--- src/rtl/mem_req_ctrl.sv ---
// Data-memory request initiator for the Y86 M stage: decodes the M-stage op,
// issues one valid/ready request, waits for its response and holds the pipeline.
module mem_req_ctrl #(
  parameter int unsigned ADDR_LIMIT = 1024,
  parameter int unsigned TIMEOUT    = 255
) (
  input  logic        clk,
  input  logic        reset,
  input  logic        m_valid,
  input  logic [3:0]  m_icode,
  input  logic [63:0] m_valA,
  input  logic [63:0] m_valE,
  input  logic [63:0] m_valP,
  output logic        dmem_req_valid,
  input  logic        dmem_req_ready,
  output logic        dmem_req_we,
  output logic [63:0] dmem_req_addr,
  output logic [63:0] dmem_req_wdata,
  input  logic        dmem_rsp_valid,
  input  logic [63:0] dmem_rsp_rdata,
  input  logic        dmem_rsp_err,
  output logic [63:0] valM,
  output logic        m_stall,
  output logic        m_done,
  output logic        mem_error
);

  localparam int CNT_W = $clog2(TIMEOUT + 1);

  typedef enum logic [1:0] {
    IDLE = 2'd0,
    REQ  = 2'd1,
    WAIT = 2'd2,
    DONE = 2'd3
  } state_t;

  state_t            state_reg;
  logic [CNT_W-1:0]  cnt_reg;

  logic              dec_mem;
  logic              dec_we;
  logic [63:0]       dec_addr;
  logic [63:0]       dec_wdata;
  logic              start;
  logic              addr_ok;
  logic              wait_last;

  always_comb begin
    dec_mem   = 1'b0;
    dec_we    = 1'b0;
    dec_addr  = m_valE;
    dec_wdata = m_valA;
    case (m_icode)
      4'h4: begin dec_mem = 1'b1; dec_we = 1'b1; end
      4'h5: begin dec_mem = 1'b1; end
      4'h8: begin dec_mem = 1'b1; dec_we = 1'b1; dec_wdata = m_valP; end
      4'h9: begin dec_mem = 1'b1; dec_addr = m_valA; end
      4'hA: begin dec_mem = 1'b1; dec_we = 1'b1; end
      4'hB: begin dec_mem = 1'b1; dec_addr = m_valA; end
      default: ;
    endcase
  end

  assign start     = m_valid & dec_mem;
  assign addr_ok   = dec_addr < 64'(ADDR_LIMIT);
  // Counter holds the number of completed silent WAIT cycles; this is the last one allowed.
  assign wait_last = cnt_reg == CNT_W'(TIMEOUT - 1);

  assign m_stall = ((state_reg == IDLE) && start) || (state_reg == REQ) || (state_reg == WAIT);

  always_ff @(posedge clk) begin
    if (reset) begin
      state_reg      <= IDLE;
      cnt_reg        <= '0;
      dmem_req_valid <= 1'b0;
      dmem_req_we    <= 1'b0;
      dmem_req_addr  <= '0;
      dmem_req_wdata <= '0;
      valM           <= '0;
      m_done         <= 1'b0;
      mem_error      <= 1'b0;
    end else begin
      m_done <= 1'b0;
      case (state_reg)
        IDLE: begin
          if (start) begin
            if (addr_ok) begin
              dmem_req_valid <= 1'b1;
              dmem_req_we    <= dec_we;
              dmem_req_addr  <= dec_addr;
              dmem_req_wdata <= dec_wdata;
              state_reg      <= REQ;
            end else begin
              mem_error <= 1'b1;
              m_done    <= 1'b1;
              state_reg <= DONE;
            end
          end
        end
        REQ: begin
          if (dmem_req_ready) begin
            dmem_req_valid <= 1'b0;
            cnt_reg        <= '0;
            state_reg      <= WAIT;
          end
        end
        WAIT: begin
          // A response in the final allowed cycle still beats the timeout.
          if (dmem_rsp_valid) begin
            if (!dmem_req_we) valM <= dmem_rsp_rdata;
            mem_error <= dmem_rsp_err;
            m_done    <= 1'b1;
            state_reg <= DONE;
          end else if (wait_last) begin
            mem_error <= 1'b1;
            m_done    <= 1'b1;
            state_reg <= DONE;
          end else begin
            cnt_reg <= cnt_reg + 1'b1;
          end
        end
        DONE: begin
          state_reg <= IDLE;
        end
        default: begin
          state_reg <= IDLE;
        end
      endcase
    end
  end

endmodule

--- config.mk ---
export PLATFORM = sky130hd
export DESIGN_NAME = mem_req_ctrl
export DESIGN_NICKNAME = d
export VERILOG_FILES = /design/src/rtl/mem_req_ctrl.sv
export SDC_FILE = /design/constraint.sdc
export NUM_CORES = 1
export LEC_CHECK = 0
export CORE_AREA = 3 3 180 182
export CTS_CLUSTER_DIAMETER = 50
export DETAILED_ROUTE_END_ITERATION = 12
export DIE_AREA = 0 0 183 185
export PLACE_DENSITY = 0.67
export SLEW_MARGIN = 20
export SYNTH_ARGS = -nofsm -noshare
export SYNTH_HDL_FRONTEND = slang
export SYNTH_SLANG_ARGS = --single-unit
--- constraint.sdc ---
create_clock -name clk -period 5 [get_ports clk]
set_clock_uncertainty 0.15 [all_clocks]
set_input_delay 0.75 -clock clk [delete_from_list [all_inputs] [get_ports clk]]
set_output_delay 0.75 -clock clk [all_outputs]
set_load 0.1 [all_outputs]
-- After elaboration in Yosys (flattened, before gate mapping)
Cells that the tools add are included.
- add/sub/neg operators: 1
- magnitude comparators: 1
- equal/unequal tests: 17
- muxes and demuxes: 28
- bitwise operators: 2
- reductions and logical operators: 16
- operators by type and width (cell ; count):
    $mux W64 ; 2
    $lt A64 B11 Y1 const B ; 1
    $mux W8 ; 3
    $eq A4 B4 Y1 const B ; 4
    $pmux W8 S2 ; 1
    $mux W1 ; 13
    $ne A2 B2 Y1 const B ; 6
    $reduce_and A4 Y1 ; 3
    $mux W2 ; 5
    $reduce_and A3 Y1 ; 3
    $add A8 B1 Y8 const B ; 1
    $eq A4 B3 Y1 const B ; 2
    $eq A8 B8 Y1 const B ; 1
    $pmux W2 S4 ; 1
    $pmux W1 S2 ; 3
    $reduce_bool A2 Y1 ; 3
    $reduce_or A6 Y1 ; 1
    $eq A2 B2 Y1 const B ; 2
    $ne A3 B3 Y1 const B ; 1
    $reduce_or A3 Y1 ; 1
    $eq A2 B1 Y1 const B ; 1
    $logic_not A2 Y1 ; 1
    $logic_or A1 B1 Y1 ; 2
    $reduce_or A2 Y1 ; 1
    3 further kinds ; 3
- register bits after elaboration: 206
- output and inout bits: 197
- logic and storage cells: 74

-- Logic depth before layout (Yosys ltp)
Gate-level depths: netlist of run 1.
- depth after elaboration: 7
- depth in mapped cells: 10
- gate-level depth less buffers: 8

-- Worst setup path after synthesis of run 1
Ideal clock, no wire load.
- path kind: in2out
- start point: input m_icode[1]
- end point: output m_stall
- data arrival time: 1887 ps
- path slack: 2213 ps
- stages: 4
- cells stage by stage: nor3b_1 o21ai_0 nor2_1 or3_1
- longest elaborated chain between the ends: 7
- elaborated cells between the ends (all ways): 12
- ends and longest elaborated chain (what ; RTL line ; source):
    from (decl) ; 10 ; input logic [3:0] m_icode,
    $eq A4 B4 Y1 / $eq A4 B3 Y1 (equally long branches) ; 53 ; case (m_icode)
    $reduce_or A6 Y1 (no line) * ; - ;
    $mux W1 * ; 53 ;
    $and A1 B1 Y1 * ; 64 ; assign start = m_valid & dec_mem;
    $logic_and A1 B1 Y1 * ; 69 ; assign m_stall = ((state_reg == IDLE) && start) || (state_reg == REQ) || (state_reg == WAIT);
    $logic_or A1 B1 Y1 * (2 in series) ; 69 ;
    to (decl) ; 23 ; output logic m_stall,
Every way passes the cells marked *; elsewhere a longest branch is shown, timed or not.

-- Worst setup path in the final report of run 1
- start point: input m_icode[3]
- end point: output m_stall
Same word-level chain as after synthesis.

==> results by group, run 1 <==
GRT
  – GRT Total Usage: 17.44%
  – First-pass GRT wire length: 46.53 mm
  – Largest net degree at the start of global routing: 107
  – Initial antenna violation count: 0
  – Vias in the first global route: 7,933
  – Total grt overflow: 0

Place
  – Port Buf Inserts: 462
  – Final Wtd Congestion: 0.8477
  – Dpl cells: around 1,700
  – Dpl ws: approximately 1.1 ns
  – Placed inst area: 0.01286 mm2
  – Final HPWL from detailed placement: between 20 and 25 mm

Setup path
  – Crit start category: input pin
  – Worst r2r src: state_reg[0]
  – Crit path launch: m_icode[3]
  – CP arrival: ~2.7 ns
  – Setup crit end kind: output port
  – Worst Path Max Fanout: 4
  – Critical path class: in2out
  – CP required: about 4.1 ns

Cells and area
  – Filler Cell Count: around 3,000
  – Reg area: around 0.0041 mm2
  – Post-Layout Cell Count: 1,731
  – Synthesis-to-finish area growth: 75.73%
  – Layout cells sized above 1: between 6 and 7%
  – Ant. Diodes: 0
  – Final Instance Area: between 0.01 and 0.015 mm2
  – Multi-input gate area: 0.003497 mm2
  – # nets final: 1,581
  – Top Registers: dmem_req_addr (64), dmem_req_wdata (64), valM (64)

Clock network
  – Clock sinks: between 200 and 250
  – Setup Buffers After CTS: 0
  – Clk buf depth: 3
  – CTS root buf: clkbuf_16
  – CTS tree: built
  – Worst-Skew Late Latency: 0.57 ns
  – Number of gates resized after cts: 0
  – CTS Hold Bufs: 0
  – CTS H-tree depth: 1
  – Num CTS Buffers: 31
  – Worst-path clk slew: 0.06 ns

Run
  – Max-cap violations: 0

Timing
  – Final worst slack: 1.406 ns
  – Minimum clock period: 3.594 ns
  – Fmax: 278.2 MHz
  – Worst slew margin: 25.86%
  – Max-slew violations: 0
  – Final setup viols: 0
  – Fin. Hold Viols: 0
  – RSZ-0062 raised after global routing: no
  – Worst-Margin Slew: 1.109 ns
  – Final Cycle Share: 71.89%
  – Setup tns final: 0 ns

Synthesis
  – Top cell type's share of synthesized area: roughly 52%
  – Cell variety after synth: 40
  – Seq cells post-synth: ~210
  – Synth Flop Type: dfxtp_1
  – Most frequent cells after synthesis: dfxtp_1 (206), nand2_1 (152), nor2_1 (96)
  – Async SR Flop Fraction: 0%
  – Most common cell in the synthesized netlist: dfxtp_1
  – Area leader, netlist: dfxtp_1
  – Yosys Warn Count: 0
  – Syn_nets: 1,139
  – Post-synth EDFFs: 0
  – Main area contributors after synthesis: dfxtp_1 (52%), mux2i_1 (8.2%), nand2_1 (7.2%)
  – Mapped Area: 0.007903 mm2
  – Seq/Total Area, Yosys: 52.18%
  – Synth Area per Inst: a little over 9 um2
  – Post-synthesis cell count: 868

Detailed routing
  – Drt first pass iters: 5
  – Wirelength, routed: 31.26 mm
  – Wire per inst: 18.06 um
  – Vias per cell: 4.562
  – Routed via count: between 7,000 and 8,000
  – Post-route antenna net violation count: 0
  – Starting DRT DRC Count: between 200 and 300
  – Drt drc: 0

Power
  – PwrDens: 365.3 mW/mm2
  – Peak supply drop: 0.0002672 V
  – Pleak: 4.733 nW

Die
  – DIE AREA: 0.03386 mm2
  – # IOs: 463
  – Num rows: 64
  – Die width: 183 um
  – Initial Util: 25.70%
  – Die Ht: 185 um
  – Core Box Area: 0.03075 mm2

Status
  – Status: completed

Min path
  – Hold Crit Start: valM[48]
  – Hold Path Class: reg2reg
## area by class of cell
class                      count  share of cell area (%)
tap                          396                   3.568
timing repair buffer         471                   34.02
clock inverter                22                   1.577
multi-input combinational    594                   25.18
sequential                   206                   29.70
clock buffer                  36                   5.793
inverter                       6                  0.1622
## power breakdown
part,total (W),switching (W),internal (W),leakage (nW)
Sequential,0.00175,0.0000360,0.00172,1.66
Clock,0.00211,0.000868,0.00124,0.485
Combinational,0.00121,0.000817,0.000396,2.59
## kinds of logic after synthesis
kind of cell / synth area share [%]
and+or+nand+nor: 20.49
DFF: 52.18
AOI/OAI and AO/OA: 13.81
buffers and inverters: 3.832
muxes: 8.233
xor gates and xnor gates: 0.6650
adders and majority gates: 0.7916
## path summary, 6_finish.rpt
check,end,depth (start not counted),slack [ns]
max,m_stall,6,1.41
min,valM[48],2,0.30
max reg2reg,dmem_req_wdata[26],8,2.47
min reg2reg,valM[48],2,0.30
## placed cells by master (no fill, tap or decap), types with 2 or more instances in the layout
cell             Yosys  layout
buf_4                2       8
nor3_1               5       5
clkinv_4             0       2
nand2_1            152     152
o211ai_1             2       2
a211oi_2            10      10
ha_1                 5       5
and3_1               2       2
a22oi_1              2       2
inv_6                0       6
buf_12               0       3
clkdlybuf4s50_1      0     460
and2_1              55      55
a211oi_1            55      55
nor4_1              24      24
nor2_1              96      95
inv_1                6       6
a21oi_1             68      68
nand4_1              8       8
nand3_1              7       7
a41oi_1              2       2
dfxtp_1            206     206
o21ai_0              3       3
inv_8                0       2
clkbuf_1            38       4
a311oi_1            11      11
clkinv_2             0       3
clkinvlp_4           0       6
xor2_1               6       6
mux2i_1             65      65
clkbuf_16            0      31
## metrics by stage
stage / hold WS, ns / power (W) / util (%)
after CTS: 0.3043 / 0.005142 / 45.16
after global placement: 0.2907 / 0.002995 / 41.83
after detailed placement: 0.2928 / 0.003006 / 41.83
after floorplan: 0.3222 / 0.002556 / -
after global routing: 0.3237 / 0.005299 / 45.16
final: 0.3015 / 0.005073 / 45.16
## critical path, stage by stage
cell             delay [ns]
clkdlybuf4s50_1        0.46
nor2b_1                0.16
o21ai_0                0.48
nor2_1                 0.21
or3_1                  0.37
buf_4                  0.25
## layer usage
layer	track usage [%]	vias up	wire, um
li1	-	3904	-
met1	21.22	3601	12890
met2	30.17	346	14890
met3	4.694	46	2585
met4	5.424	0	893
met5	0	-	0
Power figures use the tool's default switching activity.
==> run 2, diff against run 1 <==
--- a/config.mk
+++ b/config.mk
@@ -5,11 +5,11 @@
 export SDC_FILE = /design/constraint.sdc
 export NUM_CORES = 1
 export LEC_CHECK = 0
-export CORE_AREA = 3 3 180 182
+export CORE_AREA = 3 3 177 179
 export CTS_CLUSTER_DIAMETER = 50
 export DETAILED_ROUTE_END_ITERATION = 12
-export DIE_AREA = 0 0 183 185
-export PLACE_DENSITY = 0.67
+export DIE_AREA = 0 0 180 182
+export PLACE_DENSITY = 0.68
 export SLEW_MARGIN = 20
 export SYNTH_ARGS = -nofsm -noshare
 export SYNTH_HDL_FRONTEND = slang
==> constraint.sdc (replaced) <==
create_clock -name clk -period 3.63 [get_ports clk]
set_clock_uncertainty 0.15 [all_clocks]
set_input_delay 0.5445 -clock clk [delete_from_list [all_inputs] [get_ports clk]]
set_output_delay 0.5445 -clock clk [all_outputs]
set_load 0.1 [all_outputs]
==> run 2 against run 1 <==
Effect of this change:
- total power up 40%
- sequential power up 38%
- wire length up 1.1%
- flip-flop and latch count unchanged
- sequential share of layout area down 0.56 points
- register-to-register slack worse by 1.2 ns
- core utilization up 2.5 points
- critical endpoint unchanged
- largest power group unchanged
- highest routed layer unchanged
==> results by group, run 2 (same netlist as run 1, synthesis figures left out) <==
Timing
  – Fmax: 325.7 MHz
  – Fin. Hold Viols: 0 (unchanged)
  – Worst slew margin: 28.27% (was 25.86%)
  – Final setup viols: 0 (unchanged)
  – RSZ-0062 raised after global routing: no (unchanged)
  – Hold WS: 0.3011 ns (was 0.3015 ns)
  – Worst-Margin Slew: 1.073 ns (was 1.109 ns)
  – Final Cycle Share: 84.58%
  – Setup tns final: 0 ns (unchanged)
  – Max-slew violations: 0 (unchanged)
  – Minimum clock period: a little over 3 ns

Detailed routing
  – Wire per inst: 18.20 um (was 18.06 um)
  – Starting DRT DRC Count: 276 (was 258)
  – Drt drc: 0 (unchanged)
  – Routed via count: 7,930 (was 7,897)
  – Post-route antenna net violation count: 0 (unchanged)
  – Vias per cell: 4.565 (was 4.562)
  – Wirelength, routed: 31.61 mm (was 31.26 mm)
  – Drt first pass iters: 5 (unchanged)

Clock network
  – Number of gates resized after cts: 0 (unchanged)
  – Num CTS Buffers: 30 (was 31)
  – CTS tree: built (unchanged)
  – CTS H-tree depth: 1 (unchanged)
  – CTS root buf: clkbuf_16 (unchanged)
  – Setup Buffers After CTS: 0 (unchanged)
  – CTS Hold Bufs: 0 (unchanged)
  – Clock sinks: 206 (unchanged)
  – Worst-path clk slew: 0.05 ns (was 0.06 ns)
  – Clk buf depth: 3 (unchanged)
  – Worst-Skew Late Latency: 0.55 ns (was 0.57 ns)

Die
  – Die width: 180 um (was 183 um)
  – Initial Util: 26.59% (was 25.70%)
  – DIE AREA: 0.03276 mm2 (was 0.03386 mm2)
  – Num rows: 63 (was 64)
  – # IOs: 463 (unchanged)
  – Die Ht: 182 um (was 185 um)
  – Core Box Area: 0.02972 mm2 (was 0.03075 mm2)

Setup path
  – Critical path class: in2out (unchanged)
  – Setup crit end kind: output port (unchanged)
  – CP required: 2.94 ns (was 4.10 ns)
  – Worst Path Max Fanout: 4 (unchanged)
  – CP arrival: 2.38 ns (was 2.69 ns)
  – Crit start category: input pin (unchanged)

GRT
  – Initial antenna violation count: 0 (unchanged)
  – GRT Total Usage: 18.33% (was 17.44%)
  – Vias in the first global route: 8,214 (was 7,933)
  – First-pass GRT wire length: 47.90 mm (was 46.53 mm)
  – Largest net degree at the start of global routing: 65 (was 107)
  – Total grt overflow: 0 (unchanged)

Power
  – Total power: 0.007122 W (was 0.005073 W)
  – Pleak: 4.894 nW (was 4.733 nW)
  – Peak supply drop: 0.0002869 V (was 0.0002672 V)
  – PwrDens: 503.2 mW/mm2 (was 365.3 mW/mm2)

Cells and area
  – Layout cells sized above 1: 7.275% (was 6.067%)
  – Filler Cell Count: 2,805 (was 2,947)
  – Top Registers: dmem_req_addr (64), dmem_req_wdata (64), valM (64) (unchanged)
  – Most frequent cells in the layout: clkdlybuf4s50_1 (457), dfxtp_1 (206), nand2_1 (152), nor2_1 (95), a21oi_1 (68) (was clkdlybuf4s50_1 (460), dfxtp_1 (206), nand2_1 (152), nor2_1 (95), a21oi_1 (68))
  – Post-Layout Cell Count: 1,737 (was 1,731)
  – # nets final: 1,597 (was 1,581)
  – Synthesis-to-finish area growth: 79.10% (was 75.73%)
  – Most common cell after layout, fill and taps aside: clkdlybuf4s50_1 (unchanged)
  – Ant. Diodes: 0 (unchanged)

Run
  – Max-cap violations: 0 (unchanged)

Place
  – Dpl cells: 1,684 (was 1,673)
  – Port Buf Inserts: 462 (unchanged)
  – Final Wtd Congestion: 0.8883 (was 0.8477)
  – Final HPWL from detailed placement: 24.23 mm (was 23.70 mm)

Min path
  – Hold Path Class: reg2reg (unchanged)

Status
  – Status: completed (unchanged)
## run 2: metrics by stage
stage	cell area, um2	util, %	setup WS [ns]
2_1_floorplan	7903	-	1.254
3_3_place_gp	13100	44.09	0.4053
3_5_place_dp	13100	44.09	0.3667
4_1_cts	14150	47.63	0.4815
5_1_grt	14150	47.63	0.3893
6_report	14150	47.63	0.5597
## run 2: critical path: stages
cell and delay (ns):
clkdlybuf4s50_1 0.52, nor3b_1 0.18, o21ai_0 0.18, buf_4 0.19
nor2_1 0.35, or3_1 0.23, buf_12 0.18
## run 2: per-layer routing
metal | wire length, um | global-route usage, % | up-vias
li1 | - | - | 3915
met1 | 12890 | 21.77 | 3619
met2 | 15450 | 32.38 | 332
met3 | 2461 | 5.108 | 64
met4 | 811 | 5.291 | 0
met5 | 0 | 0 | -
## run 2: final timing paths
path	start	to	slack, ns	cells past startpoint
worst max-delay path	m_icode[2]	m_stall	0.56	7
worst max register to register	state_reg[0]	valM[58]	1.26	7
worst min-delay path	valM[38]	valM[38]	0.30	2
worst min register to register	valM[38]	valM[38]	0.30	2
## run 2: report_power, final
part,total [W],internal (W),switching [W]
clock network,0.00301,0.00195,0.00107
logic,0.00169,0.000567,0.00113
registers,0.00242,0.00236,0.0000511
total,0.00712,0.00488,0.00224
## run 2: area by class of cell
type                    count  area (um2)  area share, %
clock inverters            17       239.0          1.688
multi-input cells         594        3497          24.71
clock buffers              36       813.3          5.746
flip-flops and latches    206        4124          29.14
inverters                   6       22.52         0.1591
well taps                 390       488.0          3.448
repair buffers            488        4970          35.11
